**config.mk**
```make
export PLATFORM = sky130hd
export DESIGN_NAME = rr_mux_arbiter
export DESIGN_NICKNAME = d
export VERILOG_FILES = /design/src/rtl/rr_mux_arbiter.sv
export SDC_FILE = /design/constraint.sdc
export NUM_CORES = 1
export LEC_CHECK = 0
export BUFFER_PORTS_ARGS = -buffer_cell sky130_fd_sc_hd__buf_4
export CORE_ASPECT_RATIO = 1.25
export CORE_MARGIN = 8
export CORE_UTILIZATION = 30
export DETAILED_ROUTE_END_ITERATION = 10
export HOLD_SLACK_MARGIN = 0.05
export PLACE_DENSITY_LB_ADDON = 0.25
export SYNTH_ARGS = -nofsm -noshare
export SYNTH_HDL_FRONTEND = slang
export SYNTH_SLANG_ARGS = --single-unit
```
**constraint.sdc**
```tcl
create_clock -name clk -period 1.6 [get_ports clk]
set_input_delay 0.08 -clock clk [delete_from_list [all_inputs] [get_ports clk]]
set_output_delay 0.08 -clock clk [all_outputs]
set_load 0.03 [all_outputs]
```
**src/rtl/rr_mux_arbiter.sv**
```systemverilog
// Round-robin arbiter sharing one registered output bus among four valid/ready
// requesters, holding each grant for a burst of up to MAX_BURST beats.
module rr_mux_arbiter #(
    parameter int unsigned BUS_WIDTH = 4,
    parameter int unsigned MAX_BURST = 4
) (
    input  logic                 clk,
    input  logic                 rst_n,
    input  logic [3:0]           i_req_valid,
    input  logic [BUS_WIDTH-1:0] i_req_data_a,
    input  logic [BUS_WIDTH-1:0] i_req_data_b,
    input  logic [BUS_WIDTH-1:0] i_req_data_c,
    input  logic [BUS_WIDTH-1:0] i_req_data_d,
    output logic [3:0]           o_req_ready,
    output logic                 o_out_valid,
    output logic [BUS_WIDTH-1:0] o_out_data,
    output logic [1:0]           o_out_sel,
    input  logic                 i_out_ready
);

    localparam int unsigned CNT_W = 4;
    localparam logic [CNT_W-1:0] LAST_BEAT = CNT_W'(MAX_BURST - 1);

    typedef enum logic {
        IDLE = 1'b0,
        BUSY = 1'b1
    } state_t;

    state_t               r_state;
    state_t               w_state_nxt;
    logic [1:0]           r_grant;
    logic [1:0]           w_grant_nxt;
    logic [1:0]           r_last_grant;
    logic [1:0]           w_last_grant_nxt;
    logic [CNT_W-1:0]     r_beat_cnt;
    logic [CNT_W-1:0]     w_beat_cnt_nxt;
    logic                 r_out_valid;
    logic                 w_out_valid_nxt;
    logic [BUS_WIDTH-1:0] r_out_data;
    logic [BUS_WIDTH-1:0] w_out_data_nxt;
    logic [1:0]           r_out_sel;
    logic [1:0]           w_out_sel_nxt;
    logic                 w_out_free;
    logic                 w_xfer;
    logic [BUS_WIDTH-1:0] w_sel_data;

    // Nearest set request searching circularly from last+1; scanning far-to-near lets the nearest win.
    function automatic logic [1:0] rr_pick(input logic [3:0] req, input logic [1:0] last);
        logic [1:0] pick;
        logic [1:0] idx;
        pick = last;
        for (int k = 4; k >= 1; k--) begin
            idx = last + 2'(k);
            if (req[idx]) pick = idx;
        end
        return pick;
    endfunction

    always_comb begin
        case (r_grant)
            2'd0:    w_sel_data = i_req_data_a;
            2'd1:    w_sel_data = i_req_data_b;
            2'd2:    w_sel_data = i_req_data_c;
            default: w_sel_data = i_req_data_d;
        endcase
    end

    always_comb begin
        w_state_nxt      = r_state;
        w_grant_nxt      = r_grant;
        w_last_grant_nxt = r_last_grant;
        w_beat_cnt_nxt   = r_beat_cnt;
        w_out_valid_nxt  = r_out_valid;
        w_out_data_nxt   = r_out_data;
        w_out_sel_nxt    = r_out_sel;
        o_req_ready      = '0;
        w_out_free       = !r_out_valid || i_out_ready;
        w_xfer           = 1'b0;

        case (r_state)
            IDLE: begin
                if (|i_req_valid) begin
                    w_grant_nxt      = rr_pick(i_req_valid, r_last_grant);
                    w_last_grant_nxt = rr_pick(i_req_valid, r_last_grant);
                    w_beat_cnt_nxt   = '0;
                    w_state_nxt      = BUSY;
                end
            end
            BUSY: begin
                o_req_ready[r_grant] = w_out_free;
                w_xfer = i_req_valid[r_grant] && w_out_free;
                if (!i_req_valid[r_grant]) begin
                    w_state_nxt = IDLE;
                end else if (w_xfer) begin
                    if (r_beat_cnt == LAST_BEAT) begin
                        w_beat_cnt_nxt = '0;
                        w_state_nxt    = IDLE;
                    end else begin
                        w_beat_cnt_nxt = r_beat_cnt + CNT_W'(1);
                    end
                end
            end
            default: w_state_nxt = IDLE;
        endcase

        // A new beat overrides the drain of an accepted one, so there is no bubble.
        if (w_xfer) begin
            w_out_valid_nxt = 1'b1;
            w_out_data_nxt  = w_sel_data;
            w_out_sel_nxt   = r_grant;
        end else if (r_out_valid && i_out_ready) begin
            w_out_valid_nxt = 1'b0;
        end
    end

    always_ff @(posedge clk) begin
        if (!rst_n) begin
            r_state      <= IDLE;
            r_grant      <= 2'd0;
            r_last_grant <= 2'd3;
            r_beat_cnt   <= '0;
            r_out_valid  <= 1'b0;
            r_out_data   <= '0;
            r_out_sel    <= 2'd0;
        end else begin
            r_state      <= w_state_nxt;
            r_grant      <= w_grant_nxt;
            r_last_grant <= w_last_grant_nxt;
            r_beat_cnt   <= w_beat_cnt_nxt;
            r_out_valid  <= w_out_valid_nxt;
            r_out_data   <= w_out_data_nxt;
            r_out_sel    <= w_out_sel_nxt;
        end
    end

    assign o_out_valid = r_out_valid;
    assign o_out_data  = r_out_data;
    assign o_out_sel   = r_out_sel;

endmodule

```
==> impl_metrics.tcl, run 1 <==
set metrics [dict create \
    setup_viol 0 \
    ys.flop_type "dfxtp_1" \
    final_core_util_pct 40.7 \
    synth_area_leader_cell "dfxtp_1" \
    clkPwrFrac_pct 31.9 \
    gr-total-overflow 0 \
    fmax_mhz 650 \
    synthCells 100 \
    critical_path.max_stage_delay_ns 0.53 \
    ctsHoldBuffers 0 \
    reg2regPathDepth 4 \
    powerDensity_nw_per_um2 904 \
    cp_cell_sequence "mux4_2 > nand2_1 > o211ai_1 > nor2_1" \
    layout_commonest_cell "buf_4" \
    cp-start-kind "flip-flop" \
    rows 23 \
    synth.top_cell.area_share_pct 33.3 \
    hold_viol 0 \
    arrival_ns 1.68 \
    min_period_ns 1.54 \
    wl_per_cell_um 14.8 \
    p_sw_share_pct 30.0 \
    ir_drop_uv 398 \
    post-route-period-util_pct 96.1 \
    dieHeight_um 79.3 \
    slew_violations 0 \
    final.setup.tns_ns 0 \
    port_buffers 33 \
    cp_slowest_cell "dfxtp_1" \
    relSlewSlack_pct 70.8 \
    comb_power_share_pct 27.4 \
    dieWidth_um 66.7 \
    clk_path_buf_depth 2 \
    antenna_found_initial 0 \
    syn_avg_cell_area_um2 9.62 \
    seqPwrFrac_pct 40.7 \
    cts_htree_levels 1 \
    ant_nets 0 \
    n_fill_cell 317 \
    p_int_w 0.000807 \
    synth_area_leaders "dfxtp_1, mux4_1, mux2i_1" \
    drive_above_1_share_pct 33.1 \
    switchingPower_w 0.000346 \
    via_count 873 \
    synth_warnings 0 \
    worst_pin_slew_ns 0.437 \
    end_kind "flip-flop" \
    final_cell_mix "buf_4, dfxtp_1, nor2_1, nor2b_1, nand2_1" \
    status "finished, final reports clean" \
    grt_setup_unrepaired "false" \
    worst-path-buf-inv 0 \
    netlist_area_um2 962 \
    whs_path_depth 2 \
    grt_pass1_vias 912 \
    cts_tree "done" \
    cp_top_family "flip-flops" \
    min_from "rst_n" \
    wirelength_um 2510 \
    syn_nets 124 \
    r2r_setup_slack_ns 0.06 \
    post-cts-setup-buffers 0 \
    p_leak_nw 0.560 \
    gp_congestion 0.805 \
    clock_sinks 16 \
    worstSkewPairLatency_ns 0.25 \
    synth-async-reset-ratio_pct 0 \
    drt_iter0_markers 29 \
    cts_buffers 3 \
    hp-class "primary input to flip-flop" \
    worstPathRequired_ns 1.74 \
    grt_use_total_pct 9.81 \
    core_area_um2 3140 \
    skew_ns 0.00553 \
    yosysSeqAreaShare_pct 33.3 \
    cts_resized 0 \
    area_growth_pct 32.6 \
    r2r-end "r_beat_cnt[3]" \
    grt_start_max_net_pins 15 \
    n_antenna_cell 0 \
    timing.rr.start "r_grant[0]" \
    root_buffer "clkbuf_8" \
    drt_pass1_iterations 3 \
    hpwl_um 1960 \
    drv_cap 0 \
    clkTransAtPathRegs_ns 0.07 \
    initial_core_util_pct 30.7 \
    grt_pass1_wl_um 4080 \
    synth_cell_types 36 \
    ys_seq_elements 16 \
    via_per_inst 5.14 \
    p_total_w 0.00115 \
    cp_max_fo 7 \
    synth_edf_count 0 \
    path_class "flip-flop to flip-flop" \
    nNetsFinal 158 \
    post-route-drc-count 0 \
    ios 34 \
    worstHoldEndpoint "r_last_grant[1]" \
    die_area_um2 5290 \
]
==> synthesized netlist by cell type (all sizes together) (2+ instances only) <==
cell type	instances
nor2	11
mux2i	6
or2	2
nand2	7
o211ai	4
nor3	2
mux4	5
a21oi	2
nand4	3
nand3	5
o31ai	2
clkbuf	4
a21boi	4
nand2b	2
or2b	2
xor2	3
inv	2
dfxtp	16
nor2b	8
==> power by group through the flow <==
| stage | combinational (W) | clock [W] | sequential [W] |
|---|---|---|---|
| floorplan | 0.000202 | 0 | 0.000484 |
| global placement | 0.000314 | 0 | 0.000475 |
| detailed placement | 0.000319 | 0 | 0.000478 |
| CTS | 0.000321 | 0.000372 | 0.000469 |
| global route | 0.000343 | 0.000392 | 0.000475 |
| finish | 0.000316 | 0.000368 | 0.000469 |
==> worst max-delay path by stage <==
| stage | from | cells past startpoint | slack (ns) | end |
|---|---|---|---|---|
| floorplan | o_out_valid | 4 | 0.07 | o_req_ready[0] |
| global placement | r_grant[1] | 4 | 0.15 | o_out_sel[0] |
| detailed placement | r_grant[0] | 4 | 0.08 | o_out_sel[0] |
| CTS | r_grant[0] | 4 | 0.08 | o_out_sel[0] |
| global route | r_grant[0] | 4 | 0.0003 | r_beat_cnt[3] |
| finish | r_grant[0] | 4 | 0.06 | r_beat_cnt[3] |
==> cell type report <==
cell class                      instances  area (um^2)  area share, %
Clock buffer                            4         55.1           4.31
Inverter                                2         7.51          0.588
Multi-Input combinational cell         76          584           45.8
Sequential cell                        16          320           25.1
Tap cell                               37         46.3           3.63
Timing Repair Buffer                   35          263           20.6
==> sequential cells by signal (all words and copies together), names as in the netlist <==
| register | cells |
|---|---|
| r_beat_cnt | 4 |
| r_state | 1 |
| r_grant | 2 |
| r_last_grant | 2 |
| o_out_sel | 2 |
| o_out_data | 4 |
| o_out_valid | 1 |
==> metrics by stage <==
stage	hold slack, ns	area [um^2]	setup slack (ns)	std cells
detailed placement	0.371	1220	0.0821	166
CTS	0.114	1280	0.0767	170
floorplan	0.218	962	0.0683	100
finish	0.113	1280	0.0622	170
global route	0.140	1280	0.000277	170
global placement	0.371	1220	0.149	166
==> layer usage <==
layer | GRT usage [%] | up-vias | wire [um]
li1 | - | 429 | -
met1 | 11.4 | 425 | 1030
met3 | 1.27 | 4 | 89
met4 | 6.21 | 0 | 53
met2 | 16.3 | 15 | 1340
met5 | 0 | - | 0
==> kinds of logic (layout without fill, tap and decap cells) <==
kind of cell	count (synthesis)	after routing	share of synthesized area, %
AND/OR/NAND/NOR	44	44	24.7
AO/OA/AOI/OAI	17	17	12.5
flip-flops	16	16	33.3
multiplexers	11	11	19.5
buffers and inverters	8	41	5.98
XOR/XNOR	3	3	2.73
adder cells (fa/ha/maj)	1	1	1.30
Note: power is estimated with default switching activity, not from simulation.
==> run 2, diff against run 1 <==
--- a/config.mk
+++ b/config.mk
@@ -12,6 +12,8 @@
 export DETAILED_ROUTE_END_ITERATION = 10
 export HOLD_SLACK_MARGIN = 0.05
 export PLACE_DENSITY_LB_ADDON = 0.25
+export RECOVER_POWER = 50
+export REMOVE_ABC_BUFFERS = 1
 export SYNTH_ARGS = -nofsm -noshare
 export SYNTH_HDL_FRONTEND = slang
 export SYNTH_SLANG_ARGS = --single-unit
==> constraint.sdc (replaced) <==
create_clock -name clk -period 1.6 [get_ports clk]
set_input_delay 0.16 -clock clk [delete_from_list [all_inputs] [get_ports clk]]
set_output_delay 0.16 -clock clk [all_outputs]
set_load 0.03 [all_outputs]
==> run 2 against run 1 <==
Compared with the run above:
- clock skew is 0.0013 ns higher
- utilization is 0.76 points lower
- first-iteration DRC count is 59% lower
- via count is 1.4% lower
- critical path depth stayed put
- setup slack better by 0.045 ns
- flip-flop and latch count stayed put
- maximum frequency is 3.0% higher
- clock power hardly changed
- register-to-register slack better by 0.06 ns
- sequential share of layout area is 0.68 points higher
- sequential power hardly changed
==> impl_metrics.tcl, run 2 (same netlist as run 1, synthesis figures left out) <==
set metrics [dict create \
    die_area_um2 5290 \
    worstPathRequired_ns 1.44 \
    multi_input_area_um2 584 \
    status "finished, final reports clean" \
    dieHeight_um 79.3 \
    ctsHoldBuffers 0 \
    gr-total-overflow 0 \
    drive_above_1_share_pct 29.3 \
    r2r-end "o_out_sel[0]" \
    worst_slack_ns 0.107 \
    worstSkewPairLatency_ns 0.25 \
    powerDensity_nw_per_um2 911 \
    cp-start-kind "flip-flop" \
    rows 23 \
    placed_area_um2 1220 \
    end_kind "primary output" \
    cp_max_fo 8 \
    n_fill_cell 318 \
    grt_setup_unrepaired "false" \
    path_class "flip-flop to primary output" \
    ios 34 \
    grt_pass1_vias 917 \
    ant_nets 0 \
    core_area_um2 3140 \
    ir_drop_uv 371 \
    clkTransAtPathRegs_ns 0.07 \
    wl_per_cell_um 14.6 \
    nNetsFinal 158 \
    whs_ns 0.194 \
    arrival_ns 1.33 \
    cts_buffers 3 \
    n_antenna_cell 0 \
    wirelength_um 2490 \
    setup_viol 0 \
    hp-class "primary input to flip-flop" \
    fmax_mhz 670 \
    cts_htree_levels 1 \
    stdcell_area_um2 1250 \
    reg2regPathDepth 4 \
    regArea_um2 323 \
    timing.rr.start "r_grant[1]" \
    worst_pin_slew_ns 0.410 \
    grt_pass1_wl_um 4090 \
    hpwl_um 1980 \
    via_per_inst 5.06 \
    dp_slack_ns 0.0965 \
    clock_sinks 16 \
    cp-startpoint "o_out_valid" \
    post-route-period-util_pct 93.3 \
    dieWidth_um 66.7 \
    area_growth_pct 30.2 \
    slew_violations 0 \
    final.setup.tns_ns 0 \
    skew_ns 0.00682 \
    grt_start_max_net_pins 15 \
    drt_iter0_markers 12 \
    grt_use_total_pct 9.92 \
    min_period_ns 1.49 \
    via_count 861 \
    drv_cap 0 \
    layout_commonest_cell "buf_4" \
    crit_end "o_req_ready[2]" \
    clk_path_buf_depth 2 \
    min_from "rst_n" \
    hold_viol 0 \
    initial_core_util_pct 30.7 \
    relSlewSlack_pct 72.8 \
    p_leak_nw 0.531 \
    post-route-drc-count 0 \
    port_buffers 33 \
    root_buffer "clkbuf_8" \
    cts_tree "done" \
    final_cell_mix "buf_4, dfxtp_1, nor2_1, nor2b_1" \
    drt_pass1_iterations 4 \
    gp_congestion 0.752 \
    antenna_found_initial 0 \
    r2r_setup_slack_ns 0.12 \
]
## run 2: critical path, cell delays in order, from the launching register on
cell and delay [ns]:
dfxtp_1 0.32, or2b_2 0.38, nand3_1 0.15, nor2_1 0.07
buf_4 0.17
## run 2: metrics by stage
stage / total power [W] / instances / utilization, %
finish: 0.00114 / 170 / 39.9
global route: 0.00120 / 170 / 39.9
CTS: 0.00117 / 170 / 40.7
detailed placement: 0.000798 / 166 / 38.9
global placement: 0.000791 / 166 / 38.9
floorplan: 0.000664 / 94 / -
## run 2: power by group
group | switching, W | leakage, nW | internal [W] | total, W
clock | 0.000148 | 0.0288 | 0.000218 | 0.000367
combinational | 0.000158 | 0.371 | 0.000149 | 0.000306
sequential | 0.0000373 | 0.131 | 0.000431 | 0.000468
total | 0.000343 | 0.531 | 0.000798 | 0.00114
## run 2: layout make-up
| type | count | share of cell area, % |
|---|---|---|
| repair buffers | 35 | 18.9 |
| flip-flops and latches | 16 | 25.8 |
| inverters | 2 | 0.599 |
| multi-input cells | 76 | 46.7 |
| well taps | 37 | 3.70 |
| clock buffers | 4 | 4.40 |
## run 2: per-layer routing
metal | vias up | wire [um] | GRT usage [%] | part of all wire, %
met2 | 22 | 1360 | 17.4 | 55
met3 | 4 | 142 | 2.39 | 5.7
met4 | 0 | 41 | 5.35 | 1.6
met5 | - | 0 | 0 | 0
li1 | 431 | - | - | -
met1 | 404 | 941 | 10.5 | 38
## run 2: how the worst min path moves through the flow
stage | slack [ns] | to | cells after the start
floorplan | 0.25 | r_last_grant[1] | 1
global placement | 0.45 | o_out_sel[1] | 2
detailed placement | 0.45 | r_last_grant[1] | 2
CTS | 0.19 | r_last_grant[0] | 2
global route | 0.20 | r_last_grant[1] | 2
finish | 0.19 | r_last_grant[1] | 2
## run 2: what timing repair did
| item | in CTS | in global routing |
|---|---|---|
| endpoints found under the setup margin | 0 | 3 |
| buffers inserted | 0 | 0 |
| resized for setup | 0 | 2 |
==> run 3, diff against run 2 <==
==> constraint.sdc (replaced) <==
create_clock -name clk -period 1.8 [get_ports clk]
set_input_delay 0.18 -clock clk [delete_from_list [all_inputs] [get_ports clk]]
set_output_delay 0.18 -clock clk [all_outputs]
set_load 0.03 [all_outputs]
==> run 3 against run 2 <==
Compared with the run above:
- count of clock-buffer cells in the layout did not move
- global-route usage rose by 0.16 points
- utilization fell by 0.32 points
- via count did not move
- register-to-register slack improved by 0.03 ns
- power fell by 12%
- critical endpoint is now o_out_data[1]
==> impl_metrics.tcl, run 3 (same netlist as run 1, synthesis figures left out) <==
set metrics [dict create \
    worstSkewPairLatency_ns 0.25 \
    p_leak_nw 0.526 \
    hpwl_um 2040 \
    worst_pin_slew_ns 0.453 \
    n_antenna_cell 0 \
    cts_tree "done" \
    cp_slowest_cell "dfxtp_1" \
    status "finished, final reports clean" \
    ctsHoldBuffers 0 \
    end_kind "flip-flop" \
    initial_core_util_pct 30.7 \
    min_period_ns 1.65 \
    grt_setup_unrepaired "false" \
    ir_drop_uv 445 \
    post-route-drc-count 0 \
    wl_per_cell_um 15.0 \
    r2r_setup_slack_ns 0.15 \
    skew_ns 0.000672 \
    via_per_inst 5.09 \
    drive_above_1_share_pct 27.3 \
    drt_iter0_markers 26 \
    wirelength_um 2540 \
    fmax_mhz 607 \
    clk_path_buf_depth 2 \
    setup_viol 0 \
    layout_commonest_cell "buf_4" \
    rows 23 \
    clkTransAtPathRegs_ns 0.06 \
    root_buffer "clkbuf_8" \
    grt_pass1_wl_um 4110 \
    drt_pass1_iterations 4 \
    hp-class "primary input to flip-flop" \
    ant_nets 0 \
    relSlewSlack_pct 69.8 \
    worstPathRequired_ns 1.94 \
    final_cell_mix "buf_4, dfxtp_1, nor2_1, nor2b_1" \
    dieWidth_um 66.7 \
    nNetsFinal 157 \
    gp_congestion 0.749 \
    ios 34 \
    cts_htree_levels 1 \
    arrival_ns 1.79 \
    die_area_um2 5290 \
    cts_buffers 3 \
    cts_resized 0 \
    final.setup.tns_ns 0 \
    core_area_um2 3140 \
    port_buffers 33 \
    p_total_w 0.00101 \
    gr-total-overflow 0 \
    cp_max_fo 11 \
    slew_violations 0 \
    clock_sinks 16 \
    powerDensity_nw_per_um2 810 \
    critical_path.max_stage_delay_ns 0.60 \
    dieHeight_um 79.3 \
    grt_start_max_net_pins 15 \
    post-cts-setup-buffers 0 \
    post-route-period-util_pct 91.5 \
    antenna_found_initial 0 \
    hold_viol 0 \
    grt_pass1_vias 921 \
    grt_use_total_pct 10.1 \
    via_count 861 \
    cp-start-kind "flip-flop" \
    path_class "flip-flop to flip-flop" \
    area_growth_pct 29.1 \
    cp_cell_sequence "mux4_2 > nand3_4 > mux2i_1 > nor2b_1" \
    drv_cap 0 \
]
-- run 3: cell types whose count changed in the layout (fill, tap and decap cells not counted), sizes merged --
cell  previous run  this run
buf             28        27
-- run 3: metal layers --
| layer | up-vias | track usage, % | share of wire, % |
|---|---|---|---|
| met3 | 6 | 2.95 | 5.5 |
| met5 | - | 0 | 0 |
| met1 | 403 | 9.86 | 39 |
| li1 | 427 | - | - |
| met4 | 0 | 7.49 | 2.7 |
| met2 | 25 | 17.3 | 53 |
-- run 3: through the flow --
stage,std cells,hold WS [ns],instance area [um^2],utilization [%],worst slack (ns)
6_report,169,0.215,1240,39.6,0.154
5_1_grt,169,0.231,1240,39.6,0.0376
4_1_cts,169,0.209,1270,40.4,0.139
3_5_place_dp,165,0.469,1210,38.7,0.149
3_3_place_gp,165,0.472,1210,38.7,0.234
2_1_floorplan,94,0.269,912,-,0.210
-- run 3: final timing paths --
path / cells after the start / endpoint / startpoint
setup reg to reg: 4 / o_out_data[1] / r_grant[0]
hold reg to reg: 2 / o_out_sel[1] / o_out_sel[1]
setup / recovery: 4 / o_out_data[1] / r_grant[0]
hold / removal: 2 / r_last_grant[0] / rst_n
-- run 3: layout make-up --
| cell class | count | area (um^2) |
|---|---|---|
| repair buffers | 34 | 229 |
| clock buffers | 4 | 55.1 |
| multi-input cells | 76 | 584 |
| flip-flops and latches | 16 | 320 |
| inverters | 2 | 7.51 |
| well taps | 37 | 46.3 |
| fillers | 326 | 1890 |
-- run 3: critical path: cells and delay by family (launching register included) --
family | cells | cell delay [ns]
mux | 2 | 0.69
flops | 1 | 0.60
simple gates | 2 | 0.25
-- run 3: where the power goes --
part | switching, W | internal, W
Combinational | 0.000137 | 0.000128
Clock | 0.000127 | 0.000194
Sequential | 0.0000375 | 0.000382
